===== src/rtl/calc_tag_tracker.sv =====
// calc_tag_tracker
//   Outstanding-request tracker for the CALC request/response ports. Keeps a
//   per-port set of in-flight tags with an age counter per tag, and reports
//   duplicate issues, orphan responses and response timeouts.
//
// Ports
//   c_clk      in   clock, all state on rising edge
//   reset      in   asynchronous active-high reset
//   req_cmd    in   NPORTS*4      per-port request command, non-zero = issue
//   req_tag    in   NPORTS*TAG_W  tag of the issued request
//   out_resp   in   NPORTS*2      per-port response code, non-zero = response
//   out_tag    in   NPORTS*TAG_W  tag of the response
//   tmo_en     in   enable timeout checking
//   clr_err    in   synchronous clear of err_count and lost_err
//   tag_busy   out  in-flight bitmap, bit p*2**TAG_W+t = port p tag t
//   idle       out  no tag in flight on any port
//   err_valid  out  one-cycle error pulse
//   err_port   out  port of the reported error
//   err_tag    out  tag of the reported error
//   err_code   out  1 = duplicate, 2 = orphan, 3 = timeout
//   err_count  out  saturating count of cycles with at least one error
//   lost_err   out  sticky, set when a cycle carried more than one error

module calc_tag_tracker #(
    parameter int unsigned NPORTS     = 4,
    parameter int unsigned TAG_W      = 2,
    parameter int unsigned TMO_CYCLES = 64,
    parameter int unsigned CNT_W      = 16,
    localparam int unsigned NTAGS     = 2 ** TAG_W,
    localparam int unsigned PORT_W    = (NPORTS > 1) ? $clog2(NPORTS) : 1
) (
    input  logic                    c_clk,
    input  logic                    reset,
    input  logic [NPORTS*4-1:0]     req_cmd,
    input  logic [NPORTS*TAG_W-1:0] req_tag,
    input  logic [NPORTS*2-1:0]     out_resp,
    input  logic [NPORTS*TAG_W-1:0] out_tag,
    input  logic                    tmo_en,
    input  logic                    clr_err,
    output logic [NPORTS*NTAGS-1:0] tag_busy,
    output logic                    idle,
    output logic                    err_valid,
    output logic [PORT_W-1:0]       err_port,
    output logic [TAG_W-1:0]        err_tag,
    output logic [1:0]              err_code,
    output logic [CNT_W-1:0]        err_count,
    output logic                    lost_err
);

    localparam int unsigned NENT  = NPORTS * NTAGS;
    localparam int unsigned AGE_W = $clog2(TMO_CYCLES + 1);
    localparam logic [AGE_W-1:0] AGE_SAT = AGE_W'(TMO_CYCLES);
    // The stored age lags the edge count by one, so an entry whose age will
    // reach TMO_CYCLES-1 at this edge currently holds TMO_CYCLES-2.
    localparam logic [AGE_W-1:0] AGE_FIRE = AGE_W'(TMO_CYCLES - 2);

    logic [NENT-1:0]  busy_q, busy_d;
    logic [AGE_W-1:0] age_q [NENT];
    logic [AGE_W-1:0] age_d [NENT];

    logic [NENT-1:0] orph_ev, dup_ev, tmo_ev;

    logic              any_evt, multi_evt;
    logic [PORT_W-1:0] win_port;
    logic [TAG_W-1:0]  win_tag;
    logic [1:0]        win_code;

    logic              err_valid_q;
    logic [PORT_W-1:0] err_port_q;
    logic [TAG_W-1:0]  err_tag_q;
    logic [1:0]        err_code_q;
    logic [CNT_W-1:0]  err_count_q;
    logic              lost_err_q;

    // Per-entry next state and event detection
    always_comb begin
        busy_d  = busy_q;
        orph_ev = '0;
        dup_ev  = '0;
        tmo_ev  = '0;
        for (int i = 0; i < int'(NENT); i++) begin
            age_d[i] = age_q[i];
        end
        for (int p = 0; p < int'(NPORTS); p++) begin
            for (int t = 0; t < int'(NTAGS); t++) begin
                automatic int  i   = p * int'(NTAGS) + t;
                automatic logic iss = (|req_cmd[p*4 +: 4]) &&
                                      (req_tag[p*TAG_W +: TAG_W] == TAG_W'(t));
                automatic logic rsp = (|out_resp[p*2 +: 2]) &&
                                      (out_tag[p*TAG_W +: TAG_W] == TAG_W'(t));
                automatic logic b   = busy_q[i];
                automatic logic tmo = tmo_en && b && !rsp && !iss &&
                                      (age_q[i] >= AGE_FIRE);
                orph_ev[i] = rsp && !b;
                dup_ev[i]  = iss && b && !rsp;
                tmo_ev[i]  = tmo;
                busy_d[i]  = iss || (b && !rsp && !tmo);
                if (iss || !busy_d[i]) begin
                    age_d[i] = '0;
                end else if (age_q[i] != AGE_SAT) begin
                    age_d[i] = age_q[i] + AGE_W'(1);
                end
            end
        end
    end

    // Event count and report arbitration. Candidates are visited from lowest
    // to highest priority so the last assignment is the winner.
    always_comb begin
        any_evt   = 1'b0;
        multi_evt = 1'b0;
        win_port  = '0;
        win_tag   = '0;
        win_code  = 2'd0;
        for (int i = 0; i < int'(NENT); i++) begin
            if (orph_ev[i]) begin
                multi_evt = multi_evt | any_evt;
                any_evt   = 1'b1;
            end
            if (dup_ev[i]) begin
                multi_evt = multi_evt | any_evt;
                any_evt   = 1'b1;
            end
            if (tmo_ev[i]) begin
                multi_evt = multi_evt | any_evt;
                any_evt   = 1'b1;
            end
        end
        for (int p = int'(NPORTS) - 1; p >= 0; p--) begin
            for (int t = int'(NTAGS) - 1; t >= 0; t--) begin
                if (tmo_ev[p*int'(NTAGS)+t]) begin
                    win_port = PORT_W'(p);
                    win_tag  = TAG_W'(t);
                    win_code = 2'd3;
                end
            end
            for (int t = int'(NTAGS) - 1; t >= 0; t--) begin
                if (dup_ev[p*int'(NTAGS)+t]) begin
                    win_port = PORT_W'(p);
                    win_tag  = TAG_W'(t);
                    win_code = 2'd1;
                end
            end
            for (int t = int'(NTAGS) - 1; t >= 0; t--) begin
                if (orph_ev[p*int'(NTAGS)+t]) begin
                    win_port = PORT_W'(p);
                    win_tag  = TAG_W'(t);
                    win_code = 2'd2;
                end
            end
        end
    end

    always_ff @(posedge c_clk or posedge reset) begin
        if (reset) begin
            busy_q      <= '0;
            err_valid_q <= 1'b0;
            err_port_q  <= '0;
            err_tag_q   <= '0;
            err_code_q  <= 2'd0;
            err_count_q <= '0;
            lost_err_q  <= 1'b0;
            for (int i = 0; i < int'(NENT); i++) begin
                age_q[i] <= '0;
            end
        end else begin
            busy_q      <= busy_d;
            err_valid_q <= any_evt;
            for (int i = 0; i < int'(NENT); i++) begin
                age_q[i] <= age_d[i];
            end
            if (any_evt) begin
                err_port_q <= win_port;
                err_tag_q  <= win_tag;
                err_code_q <= win_code;
            end
            // Clear beats a same-cycle increment
            if (clr_err) begin
                err_count_q <= '0;
                lost_err_q  <= 1'b0;
            end else begin
                if (any_evt && !(&err_count_q)) begin
                    err_count_q <= err_count_q + CNT_W'(1);
                end
                if (multi_evt) begin
                    lost_err_q <= 1'b1;
                end
            end
        end
    end

    assign tag_busy  = busy_q;
    assign idle      = ~|busy_q;
    assign err_valid = err_valid_q;
    assign err_port  = err_port_q;
    assign err_tag   = err_tag_q;
    assign err_code  = err_code_q;
    assign err_count = err_count_q;
    assign lost_err  = lost_err_q;

endmodule


===== config.mk =====
export PLATFORM = sky130hd
export DESIGN_NAME = calc_tag_tracker
export DESIGN_NICKNAME = d
export VERILOG_FILES = /design/src/rtl/calc_tag_tracker.sv
export SDC_FILE = /design/constraint.sdc
export NUM_CORES = 1
export LEC_CHECK = 0
export BUFFER_PORTS_ARGS = -buffer_cell sky130_fd_sc_hd__buf_2
export CAP_MARGIN = 20
export CORE_MARGIN = 1
export CORE_UTILIZATION = 50
export DETAILED_ROUTE_END_ITERATION = 8
export PLACE_DENSITY_LB_ADDON = 0.05
export SLEW_MARGIN = 30
export SYNTH_ARGS = -nofsm -noshare
export SYNTH_HDL_FRONTEND = slang
export SYNTH_SLANG_ARGS = --single-unit

===== constraint.sdc =====
create_clock -name c_clk -period 13.65 [get_ports c_clk]
set_input_delay 0.6825 -clock c_clk [delete_from_list [all_inputs] [get_ports c_clk]]
set_output_delay 0.6825 -clock c_clk [all_outputs]
set_load 0.02 [all_outputs]

== Word-level counts from Yosys, hierarchy flattened ==
Index checks and enable logic that the tools add are counted.

* Div/mod/pow operators: 0
* Bitwise logic cells: 46
* Multipliers: 0
* Mux-type cells: 270
* Shift operators: 0
* $lt $le $gt $ge: 16
* Eq/ne operators: 40
* Reductions and logical operators: 327
* Add/sub/neg operators: 17

{| class="wikitable"
|+ Operator list
! cell !! number
|-
| 2-bit 2-to-1 mux || 139
|-
| 7-bit 2-to-1 mux || 32
|-
| 1-bit logical AND || 177
|-
| 7-bit by 1-bit adder with 7-bit output, second input constant || 16
|-
| 7-bit by 6-bit >= comparator with 1-bit output, second input constant || 16
|-
| 7-bit inequality test, second input constant || 16
|-
| 1-bit 2-to-1 mux || 97
|-
| 1-bit zero test || 82
|-
| 1-bit OR || 46
|-
| 2-bit nonzero test || 18
|-
| 2-bit == test, second input constant || 16
|-
| 1-bit logical OR || 32
|-
| 16-bit 2-to-1 mux || 2
|-
| 16-bit by 1-bit adder with 16-bit output, second input constant || 1
|-
| 2-bit by 1-bit == test with 1-bit output, second input constant || 8
|-
| 2-bit zero test || 8
|-
| 16-bit AND reduction || 1
|-
| 16-bit OR reduction || 1
|-
| 4-bit OR reduction || 4
|-
| 2-bit OR reduction || 4
|}

* Bits in writable memories: 0
* Memories kept: 0
* Bits in read-only memories: 0
* Output and inout port bits: 41
* Register bits: 152
* Word-level logic and storage cells: 739
* Input port bits: 44
* Bits in latches: 0

== Depth between registers and ports, before layout ==
Gate-level depths: netlist (run 1).

* Depth after elaboration: 99
* Gate-level depth with buffers: 11
* Gate-level depth less buffers: 10

== Worst setup path after synthesis (run 1) ==
Ideal clock, no wire load.

* Kind: input to register
* Start point: input req_cmd[9]
* End point: register err_count_q[10] (netlist: err_count[10])
* Data arrival time: 3.006 ns
* Setup time: 0.125 ns
* Data required time: 13.525 ns
* Stages: 9
* Buffers on the path: 1
* Setup slack: 10.519 ns
* Path through: or4_1 buf_2 nand3b_2 o22ai_2 nand2b_4 or3_4 o311a_4 and3_4 mux2_4

* Longest elaborated chain between the ends: 29
* Elaborated cells between the ends (all ways): 50
* Classes of those cells: 23 x mux; 27 x reduce/logical

{| class="wikitable"
|+ Ends and longest elaborated chain
! element !! line !! source
|-
| start, declared || 34 || <nowiki>input logic [NPORTS*4-1:0] req_cmd,</nowiki>
|-
| 4-bit OR reduction (*) || 87 || <nowiki>automatic logic iss = (|req_cmd[p*4 +: 4]) &&</nowiki>
|-
| 1-bit logical AND || 87 ||
|-
| 1-bit logical AND or 1-bit zero test (tied branches) || 95, 92 ||
|-
| 1-bit logical AND, on equally long branches || 95, 92 ||
|-
| 1-bit 2-to-1 mux or 1-bit logical AND (tied branches) || 120, 92 ||
|-
| 1-bit 2-to-1 mux || 124 || <nowiki>if (tmo_ev[i]) begin</nowiki>
|-
| 1-bit 2-to-1 mux || 116 || <nowiki>if (orph_ev[i]) begin</nowiki>
|-
| 1-bit 2-to-1 mux || 120 || <nowiki>if (dup_ev[i]) begin</nowiki>
|-
| (+13 left out) || - ||
|-
| 1-bit 2-to-1 mux (*) || 116 ||
|-
| 1-bit 2-to-1 mux (*) || 120 ||
|-
| 1-bit 2-to-1 mux (*) || 124 ||
|-
| 1-bit 2-to-1 mux (*) || 116 ||
|-
| 1-bit 2-to-1 mux (*) || 120 ||
|-
| 1-bit 2-to-1 mux (*) || 124 ||
|-
| 1-bit logical AND (*) || 182 || <nowiki>if (any_evt && !(&err_count_q)) begin</nowiki>
|-
| 2-bit nonzero test (no line) (*) || - ||
|-
| end signal, assigned || 183 || <nowiki>err_count_q <= err_count_q + CNT_W'(1);</nowiki>
|-
| end, declared || 72 || <nowiki>logic [CNT_W-1:0] err_count_q;</nowiki>
|}

Mark *: on every way between the ends. The rest lies on a longest branch, timed or not.
A chain may end at the register's enable or synchronous reset.

== Final worst setup path (run 1) ==
* Start point: register age_q[77] (netlist name)
* End point: register err_count_q[9] (netlist: err_count[9])

* Longest elaborated chain between the ends: 38

{| class="wikitable"
|+ Ends and longest elaborated chain
! element !! line !! source
|-
| start, declared || 58 || <nowiki>logic [AGE_W-1:0] age_q [NENT];</nowiki>
|-
| start signal, assigned by index || 170 || <nowiki>age_q[i] <= age_d[i];</nowiki>
|-
| 7-bit by 6-bit >= comparator with 1-bit output || 93 || <nowiki>(age_q[i] >= AGE_FIRE);</nowiki>
|-
| 1-bit logical AND || 92 || <nowiki>automatic logic tmo = tmo_en && b && !rsp && !iss &&</nowiki>
|-
| 1-bit 2-to-1 mux || 124 ||
|-
| 1-bit 2-to-1 mux || 116 ||
|-
| 1-bit 2-to-1 mux || 120 ||
|-
| 1-bit 2-to-1 mux || 124 ||
|-
| 1-bit 2-to-1 mux || 116 ||
|-
| 1-bit 2-to-1 mux || 120 ||
|-
| (+22 left out) || - ||
|-
| 1-bit 2-to-1 mux || 116 ||
|-
| 1-bit 2-to-1 mux || 120 ||
|-
| 1-bit 2-to-1 mux || 124 ||
|-
| 1-bit 2-to-1 mux || 116 ||
|-
| 1-bit 2-to-1 mux || 120 ||
|-
| 1-bit 2-to-1 mux || 124 ||
|-
| 1-bit logical AND || 182 ||
|-
| 2-bit nonzero test (no line) || - ||
|}

Every way passes these cells.

==> flow_summary.toml, run 1 <==
[setup_path]
worstSetupPathType = "flop to flop"
end_kind = "flop"
critPathLaunchType = "flop"
cp_max_fo = 17
cp.required_ns = 13.96
crit_arrival_ns = 3.57

[yosys]
synth_top_flop_cell = "dfrtp_1"
synth-seq-cells = 152
synth_area_sq_um = 9878
ys_async_sr_fraction = 1.000
yosysWarningCount = 0
synth_area_per_cell_sq_um = 8.781
yosysUniqueCellTypes = 88
seq_area_frac_synth = 0.3851
synth_edf_count = 0
synth_nets = 1218
synth_cells = 1125

[clocking]
clock_sinks = 152
clk_latency_ns = 0.43
clk_pin_slew_ns = 0.07
hold_buffers = 0
cts_resized = 0
cts_tree = "yes"
htree_levels = 4
cts_buffers = 17
clockBufferDepth = 2
cts-root-buf = "clkbuf_16"
post_cts_buffers = 0

[cells_and_area]
area_growth_pct = 13.45
final_cell_mix = "nor2_1, dfrtp_1, buf_2"
nets = 1306
diodes = 0
drive_gt1_frac = 0.1322
mostFrequentLayoutCell = "nor2_1"

[route]
drc = 0
postRouteAntennaNets = 0
routedLengthMet1_mm = 11.26
wire_per_inst_um = 15.56
met2_length_mm = 10.51
dr.pass1.iters = 5
drt_wl_total_mm = 23.19
drtIter0Drc = 544
viasPerCell = 5.648
wl_met3_mm = 1.076
num_vias = 8416
highest_layer = "met4"

[timing]
fmax_ghz = 0.3067
finalCriticalPeriod_ns = 3.261
setup_viol = 0
worst_pin_slew_ns = 0.7539
rsz0062_at_grt = "false"
tns_ns = 0
fin_crit_sh = 0.2389
slew_headroom = 0.4974
slew_violations = 0
skew_ns = 0.01434
hold_viol = 0
worst_slack_ns = 10.39

[placed_design]
dp_hpwl_mm = 16.85
port_buffers = 84
gp_congestion = 0.9103
pre_cts_slack_ns = 10.11

[grt]
grtUsageTotal = 0.2436
grt_pass1_wl_mm = 39.25
globalRouteOverflowTotal = 0
grt_max_degree = 94
grt_pass1_vias = 7933
antenna_found_initial = 0

[hold_path]
hold_class = "primary input to async pin"

[floorplan]
coreArea_sq_um = 19400
rows = 51
ioPinCount = 85
start_util = 0.5092
fp.dieH_um = 142.6
dieArea_sq_um = 20320
die_w_um = 142.6

[pwr]
vdd_drop_max_mv = 0.08029
p_leak_nw = 4.878
powerDensity_nw_per_um2 = 115.6

[job]
maxCapViolations = 0

[status]
status = "finished, final reports clean"
flip-flops by register name (all words and copies together) (netlist names):
register and flops:
lost_err 1, err_valid 1, err_code 2, err_count 16, tag_busy 16, err_port 2, err_tag 2, age_q 112
path summary, 6_finish.rpt:
check | depth (start not counted) | slack, ns | startpoint | to
max | 10 | 10.39 | age_q[77]$_DFFE_PP0P_ | err_count[9]$_DFFE_PP0P_
min | 2 | 0.35 | reset | age_q[40]$_DFFE_PP0P_
max reg2reg | 10 | 10.39 | age_q[77]$_DFFE_PP0P_ | err_count[9]$_DFFE_PP0P_
min reg2reg | 1 | 0.50 | err_tag[1]$_DFFE_PP0P_ | err_tag[1]$_DFFE_PP0P_
max in group asynchronous | 3 | 12.08 | reset | err_count[15]$_DFFE_PP0P_
min in group c_clk | 1 | 0.50 | err_tag[1]$_DFFE_PP0P_ | err_tag[1]$_DFFE_PP0P_
logic make-up after synthesis:
logic type                 count (synthesis)  share of synthesized area
and+or+nand+nor                          531                     0.2652
AOI/OAI and AO/OA                        223                     0.1616
DFF                                      152                     0.3851
xor gates and xnor gates                  82                    0.07270
buffers and inverters                     62                    0.02457
adders and majority gates                 49                    0.06206
muxes                                     26                    0.02875
critical path: stages, from the launching register on:
cell,delay (ns)
dfrtp_1,0.41
inv_1,0.08
ha_1,0.19
o31ai_1,0.28
o32ai_1,0.25
a22oi_4,0.24
nand4_1,0.22
or3_4,0.43
o31ai_4,0.63
nor4_1,0.11
mux2_2,0.29
per-layer routing:
| metal | track usage | vias to the layer above |
|---|---|---|
| met3 | 0.05720 | 26 |
| met2 | 0.3782 | 166 |
| met1 | 0.3371 | 3993 |
| met5 | 0 | - |
| met4 | 0.07074 | 0 |
| li1 | - | 4231 |
final cells by class:
type,instances,area (sq um)
clock inverters,12,198.9
repair buffers,85,427.9
inverters,46,180.2
flip-flops and latches,152,3804
clock buffers,19,432.9
multi-input cells,911,5832
well taps,265,331.6
fillers,1840,8192
Yosys cell counts (all sizes together) (8+ instances only):
master	instances	area (sq um)
a21oi	42	214.0
xor2	47	411.6
or4	9	71.32
o21a	12	90.09
mux2	16	183.9
nor3	19	95.09
a31oi	9	56.30
o22ai	8	56.30
and3	20	131.4
o211ai	8	60.06
nand2	85	324.1
nand4	20	125.1
nand3	66	330.3
nor2b	9	56.30
or3	11	78.82
ha	49	613.1
nor4	23	150.1
dfrtp	152	3804
mux2i	10	100.1
and2	11	71.32
clkbuf	9	33.78
a41oi	10	87.58
o21ai	47	239.0
nand2b	8	65.07
nand3b	10	78.82
o31ai	17	141.4
nor2	209	784.5
xnor2	35	306.5
inv	46	172.7
power by group:
group / internal [mW] / total [mW] / switching, mW
Combinational: 0.0976 / 0.255 / 0.158
Clock: 0.324 / 0.516 / 0.193
Sequential: 0.481 / 0.524 / 0.0431
through the flow:
| step | cells | power (mW) | instance area [sq um] | util | hold slack, ns |
|---|---|---|---|---|---|
| after CTS | 1490 | 1.309 | 11200 | 0.5776 | 0.4676 |
| after global routing | 1490 | 1.366 | 11210 | 0.5777 | 0.4177 |
| after detailed placement | 1459 | 0.7870 | 10570 | 0.5450 | 0.4915 |
| final | 1490 | 1.296 | 11210 | 0.5777 | 0.3468 |
| after floorplan | 1125 | 0.7082 | 9878 | - | 0.5178 |
| after global placement | 1459 | 0.7844 | 10570 | 0.5450 | 0.4748 |
Power figures use the tool's default switching activity.
==> inputs of run 2 (changes only) <==
--- a/config.mk
+++ b/config.mk
@@ -5,6 +5,7 @@
 export SDC_FILE = /design/constraint.sdc
 export NUM_CORES = 1
 export LEC_CHECK = 0
+export ABC_AREA = 1
 export BUFFER_PORTS_ARGS = -buffer_cell sky130_fd_sc_hd__buf_2
 export CAP_MARGIN = 20
 export CORE_MARGIN = 1
==> constraint.sdc (replaced) <==
create_clock -name c_clk -period 2.78 [get_ports c_clk]
set_input_delay 0.139 -clock c_clk [delete_from_list [all_inputs] [get_ports c_clk]]
set_output_delay 0.139 -clock c_clk [all_outputs]
set_load 0.02 [all_outputs]
==> flow_summary.toml, run 2 <==
[yosys]
synth_area_sq_um = 9907
synth_edf_count = 0
synth_area_leaders = "dfrtp_1, nand2_1, inv_1, ha_1, nor2_1"
synth_cells = 1350
synth_common_cells = "nand2_1, inv_1, nor2_1"
synth_area_per_cell_sq_um = 7.339
yosysWarningCount = 0
seq_area_frac_synth = 0.3839
synth-seq-cells = 152
yosysUniqueCellTypes = 49
ys_async_sr_fraction = 1.000
synth_top_area_cell = "dfrtp_1"
synth.most_common_cell = "nand2_1"
synth_nets = 1443
synth_top_flop_cell = "dfrtp_1"
yosys.area.top_type_share = 0.3839

[setup_path]
cp.required_ns = 3.09
end_kind = "flop"
worstSetupPathType = "flop to flop"
cp_max_fo = 6
critPathLaunchType = "flop"
crit_arrival_ns = 4.75
critPathSlowestCell = "dfrtp_1"
crit_top_cell = "nor2_4"
max_stage_delay_ns = 0.36

[cells_and_area]
final_cells = 2056
largest_reg_flops = 112
mostFrequentLayoutCell = "buf_4"
drive_gt1_frac = 0.2959
diodes = 0
area_growth_pct = 39.37
final_cell_mix = "buf_4, nand2_1, inv_1"
regMostFlops = "age_q"
nets = 1871

[floorplan]
rows = 51
die_w_um = 142.8
fp.dieH_um = 142.8
dieArea_sq_um = 20380
ioPinCount = 85
start_util = 0.5090
coreArea_sq_um = 19460

[timing]
fin_crit_sh = 1.597
skew_ns = 0.009003
finalCriticalPeriod_ns = 4.438
worst_pin_slew_ns = 0.8426
fmax_ghz = 0.2253
hold_viol = 39
setup_viol = 24
slew_headroom = 0.4382
rsz0062_at_grt = "true"
worst_slack_ns = -1.658
slew_violations = 0
whs_ns = -0.06006

[route]
drc = 0
postRouteAntennaNets = 0
drtIter0Drc = 400
wire_per_inst_um = 11.80
dr.pass1.iters = 5
drt_wl_total_mm = 24.26
viasPerCell = 4.891
num_vias = 10060

[clocking]
cts-root-buf = "clkbuf_16"
cts_buffers = 17
clk_pin_slew_ns = 0.07
clock_sinks = 152
cts_tree = "yes"
clk_latency_ns = 0.42
htree_levels = 4
clockBufferDepth = 2
hold_buffers = 0

[grt]
grt_max_degree = 153
globalRouteOverflowTotal = 0
grt_pass1_vias = 9521
grtUsageTotal = 0.2493
grt_pass1_wl_mm = 41.23
antenna_found_initial = 0

[placed_design]
port_buffers = 84
dp_hpwl_mm = 18.27
place_inst = 1997
gp_congestion = 0.8462

[status]
violations = "hold timing, setup timing"
status = "complete, but fails checks"

[job]
maxCapViolations = 0

[pwr]
vdd_drop_max_mv = 0.3982
p_leak_nw = 6.941
powerDensity_nw_per_um2 = 476.0

[hold_path]
hold_class = "primary input to async pin"
## run 2: cell count changes in the layout (fill, tap and decap cells not counted), sizes merged, moves of 35 or more
| cell | delta |
|---|---|
| buf | +328 |
| inv | +183 |
| nand2 | +180 |
| nor3 | +66 |
| nor2 | -35 |
## run 2: cells by family (layout without fill, tap and decap cells)
| logic type | Yosys count | count (layout) | synth area share |
|---|---|---|---|
| compound gates | 177 | 177 | 0.1008 |
| xor+xnor | 45 | 45 | 0.03978 |
| buf+inv | 232 | 673 | 0.09017 |
| flops | 152 | 152 | 0.3839 |
| fa+ha+maj | 49 | 49 | 0.06188 |
| simple gates | 695 | 695 | 0.3234 |
## run 2: through the flow
step           utilization  instance area, sq um  worst slack (ns)  total power [mW]  setup TNS [ns]
5_1_grt             0.7094                 13810            -2.076             6.973          -47.44
2_1_floorplan            -                  9925            -1.398             3.451          -30.54
3_5_place_dp        0.6645                 12930            -1.695             4.276          -38.98
6_report            0.7094                 13810            -1.658             6.573          -37.89
3_3_place_gp        0.6645                 12930            -1.585             4.242          -36.24
4_1_cts             0.7005                 13630            -1.639             6.562          -37.18
## run 2: final cells by class
class                      count  area, sq um
clock buffer                  19        442.9
clock inverter                13        112.6
fill                        1620         5655
inverter                     227        863.3
multi-input combinational    966         5309
sequential                   152         3804
tap                          265        331.6
timing repair buffer         414         2944
## run 2: routing by layer
layer	track usage	vias to the layer above	part of all wire
met4	0.06848	0	0.014
met1	0.3153	4656	0.47
met5	0	-	0
li1	-	5232	-
met3	0.04091	26	0.028
met2	0.4383	141	0.49
## run 2: critical path: cells and delay by family, from the launching register on
kind          cells  cell delay, ns
xor+xnor          1            0.14
buf+inv           4            0.33
fa+ha+maj         1            0.16
simple gates     34            3.35
flops             1            0.36
## run 2: timing repair
action | 4_1_cts | 5_1_grt
pin swaps | 2 | 0
setup endpoints to repair | 24 | 24
resized for setup | 12 | 15
buffers inserted | 15 | 11
endpoints found under the hold margin | 0 | 0
gates cloned | 0 | 1
## run 2: path summary, 6_finish.rpt
kind                            cells past startpoint                        to                    from  slack, ns
worst max-delay path                               40  err_count[0]$_DFFE_PP0P_  age_q[105]$_DFFE_PP0P_      -1.66
worst min-delay path                                3     age_q[59]$_DFFE_PP0P_                   reset      -0.06
worst max register to register                     40  err_count[0]$_DFFE_PP0P_  age_q[105]$_DFFE_PP0P_      -1.66
worst min register to register                      2    err_tag[0]$_DFFE_PP0P_  err_tag[0]$_DFFE_PP0P_       0.49
max in group asynchronous                           3     age_q[78]$_DFFE_PP0P_                   reset       2.20
min in group c_clk                                  2  err_count[0]$_DFFE_PP0P_                 clr_err       0.05
## run 2: power breakdown
part	internal [mW]	switching (mW)	leakage, nW	total (mW)
registers	2.37	0.110	2.03	2.48
logic	0.883	0.998	4.64	1.88
clock network	1.19	1.02	0.269	2.21
total	4.44	2.13	6.94	6.57
==> inputs of run 3 (changes only) <==
--- a/config.mk
+++ b/config.mk
@@ -12,7 +12,8 @@
 export CORE_UTILIZATION = 50
 export DETAILED_ROUTE_END_ITERATION = 8
 export PLACE_DENSITY_LB_ADDON = 0.05
-export SLEW_MARGIN = 30
+export SLEW_MARGIN = 10
 export SYNTH_ARGS = -nofsm -noshare
 export SYNTH_HDL_FRONTEND = slang
 export SYNTH_SLANG_ARGS = --single-unit
+export TNS_END_PERCENT = 10
==> constraint.sdc (replaced) <==
create_clock -name c_clk -period 5.8 [get_ports c_clk]
set_input_delay 0.29 -clock c_clk [delete_from_list [all_inputs] [get_ports c_clk]]
set_output_delay 0.29 -clock c_clk [all_outputs]
set_load 0.02 [all_outputs]
==> flow_summary.toml, run 3 (synthesis gave the netlist of run 2 again) <==
[setup_path]
cp_top_family = "simple AND/OR/NAND/NOR gates"
timing.rr.start = "age_q[105]$_DFFE_PP0P_"
crit_top_cell = "nand2_1"
r2r_end = "err_count[9]$_DFFE_PP0P_"
rrSetupSlack_ns = 0.98
rr_worst_depth = 40
cp.required_ns = 6.13
critPathLaunchType = "flop"
crit_arrival_ns = 5.15
end_kind = "flop"
critPathSlowestCell = "dfrtp_1"
critPathBufInv = 3
worstSetupPathType = "flop to flop"
max_stage_delay_ns = 0.35
cp_max_fo = 17

[route]
drt_wl_total_mm = 21.81
drtIter0Drc = 421
wire_per_inst_um = 12.61
dr.pass1.iters = 5
num_vias = 8791
drc = 0
viasPerCell = 5.084
postRouteAntennaNets = 0

[placed_design]
place_area_sq_um = 10630
port_buffers = 84
dp_hpwl_mm = 16.28
gp_congestion = 0.8329

[timing]
hold_viol = 0
fin_crit_sh = 0.8307
rsz0062_at_grt = "false"
fmax_ghz = 0.2076
whs_ns = 0.1817
tns_ns = 0
skew_ns = 0.01606
slew_violations = 0
setup_viol = 0
slew_headroom = 0.4992
finalCriticalPeriod_ns = 4.818
worst_pin_slew_ns = 0.7444

[floorplan]
rows = 51
start_util = 0.5090
fp.dieH_um = 142.8
coreArea_sq_um = 19460
die_w_um = 142.8
dieArea_sq_um = 20380
ioPinCount = 85

[clocking]
clock_sinks = 152
clk_latency_ns = 0.45
htree_levels = 4
cts_resized = 0
cts-root-buf = "clkbuf_16"
cts_buffers = 17
cts_tree = "yes"
clk_pin_slew_ns = 0.07
clockBufferDepth = 2

[grt]
antenna_found_initial = 0
grtUsageTotal = 0.2306
grt_pass1_vias = 8153
globalRouteOverflowTotal = 0
grt_max_degree = 108
grt_pass1_wl_mm = 37.44

[cells_and_area]
final_cell_mix = "nand2_1, inv_1, nor2_1"
mostFrequentLayoutCell = "nand2_1"
largest_reg_flops = 112
nets = 1544
drive_gt1_frac = 0.1277
diodes = 0
fillCellCount = 1829
post-route-cell-area_sq_um = 11300
area_growth_pct = 14.11
regMostFlops = "age_q"

[pwr]
p_sw_mw = 0.9670
clkPwrFrac = 0.401
swShare = 0.3202
pwr-share-comb = 0.197
p_leak_nw = 5.355
vdd_drop_max_mv = 0.2127
p_total_mw = 3.020
p_seq_frac = 0.402
powerDensity_nw_per_um2 = 267.1
intPower_mw = 2.053

[status]
status = "finished, final reports clean"

[hold_path]
hold_class = "primary input to flop"
min_to = "tag_busy[5]$_DFF_PP0_"
hold_start = "req_tag[3]"
holdPathStages = 4

[job]
maxCapViolations = 0
run 3: cell types whose count changed in the layout (fill, tap and decap cells not counted), sizes merged:
cell	before	now
buf	413	86
bufinv	0	3
clkbuf	20	19
clkinv	7	3
dlygate4sd3	0	1
inv	230	231
run 3: cell type report:
class	instances	area [sq um]	share of cell area
repair buffers	87	465.4	0.04117
clock inverters	13	181.4	0.01605
inverters	227	859.6	0.07604
clock buffers	19	452.9	0.04007
flip-flops and latches	152	3804	0.3365
well taps	265	331.6	0.02933
multi-input cells	966	5210	0.4609
run 3: how the worst max path moves through the flow:
stage	startpoint	to	slack, ns	cells after the start
after floorplan	reset	age_q[0]$_DFFE_PP0P_	1.42	1
after global placement	age_q[105]$_DFFE_PP0P_	err_count[6]$_DFFE_PP0P_	1.13	40
after detailed placement	age_q[105]$_DFFE_PP0P_	err_count[9]$_DFFE_PP0P_	0.99	40
after CTS	age_q[105]$_DFFE_PP0P_	err_count[9]$_DFFE_PP0P_	0.98	40
after global routing	age_q[105]$_DFFE_PP0P_	err_count[9]$_DFFE_PP0P_	0.51	40
final	age_q[105]$_DFFE_PP0P_	err_count[9]$_DFFE_PP0P_	0.98	40
run 3: repair_timing:
item / 4_1_cts / 5_1_grt
buffers inserted: 0 / 0
hold buffers: 0 / 1
endpoints found under the hold margin: 0 / 26
run 3: power groups by stage:
stage | sequential (mW) | clock, mW | combinational (mW)
global route | 1.23 | 1.28 | 0.691
floorplan | 1.25 | 0 | 0.403
global placement | 1.23 | 0 | 0.587
detailed placement | 1.23 | 0 | 0.596
CTS | 1.21 | 1.24 | 0.599
finish | 1.21 | 1.21 | 0.596
run 3: metal layers:
metal | track usage | vias up | routed length (um)
met5 | 0 | - | 0
met4 | 0.07753 | 0 | 337
met3 | 0.03789 | 23 | 724
met2 | 0.3718 | 134 | 9861
met1 | 0.3143 | 4066 | 10880
li1 | - | 4568 | -
run 3: through the flow:
stage               worst slack, ns    util  instances
floorplan                     1.417       -       1350
global placement              1.135  0.5463       1695
detailed placement           0.9948  0.5463       1695
CTS                          0.9761  0.5789       1727
global route                 0.5119  0.5808       1729
finish                       0.9819  0.5808       1729
run 3: tightest hold or removal path: stages:
cell	delay, ns
buf_2	0.09
nor3_1	0.06
inv_1	0.06
o21ai_0	0.07
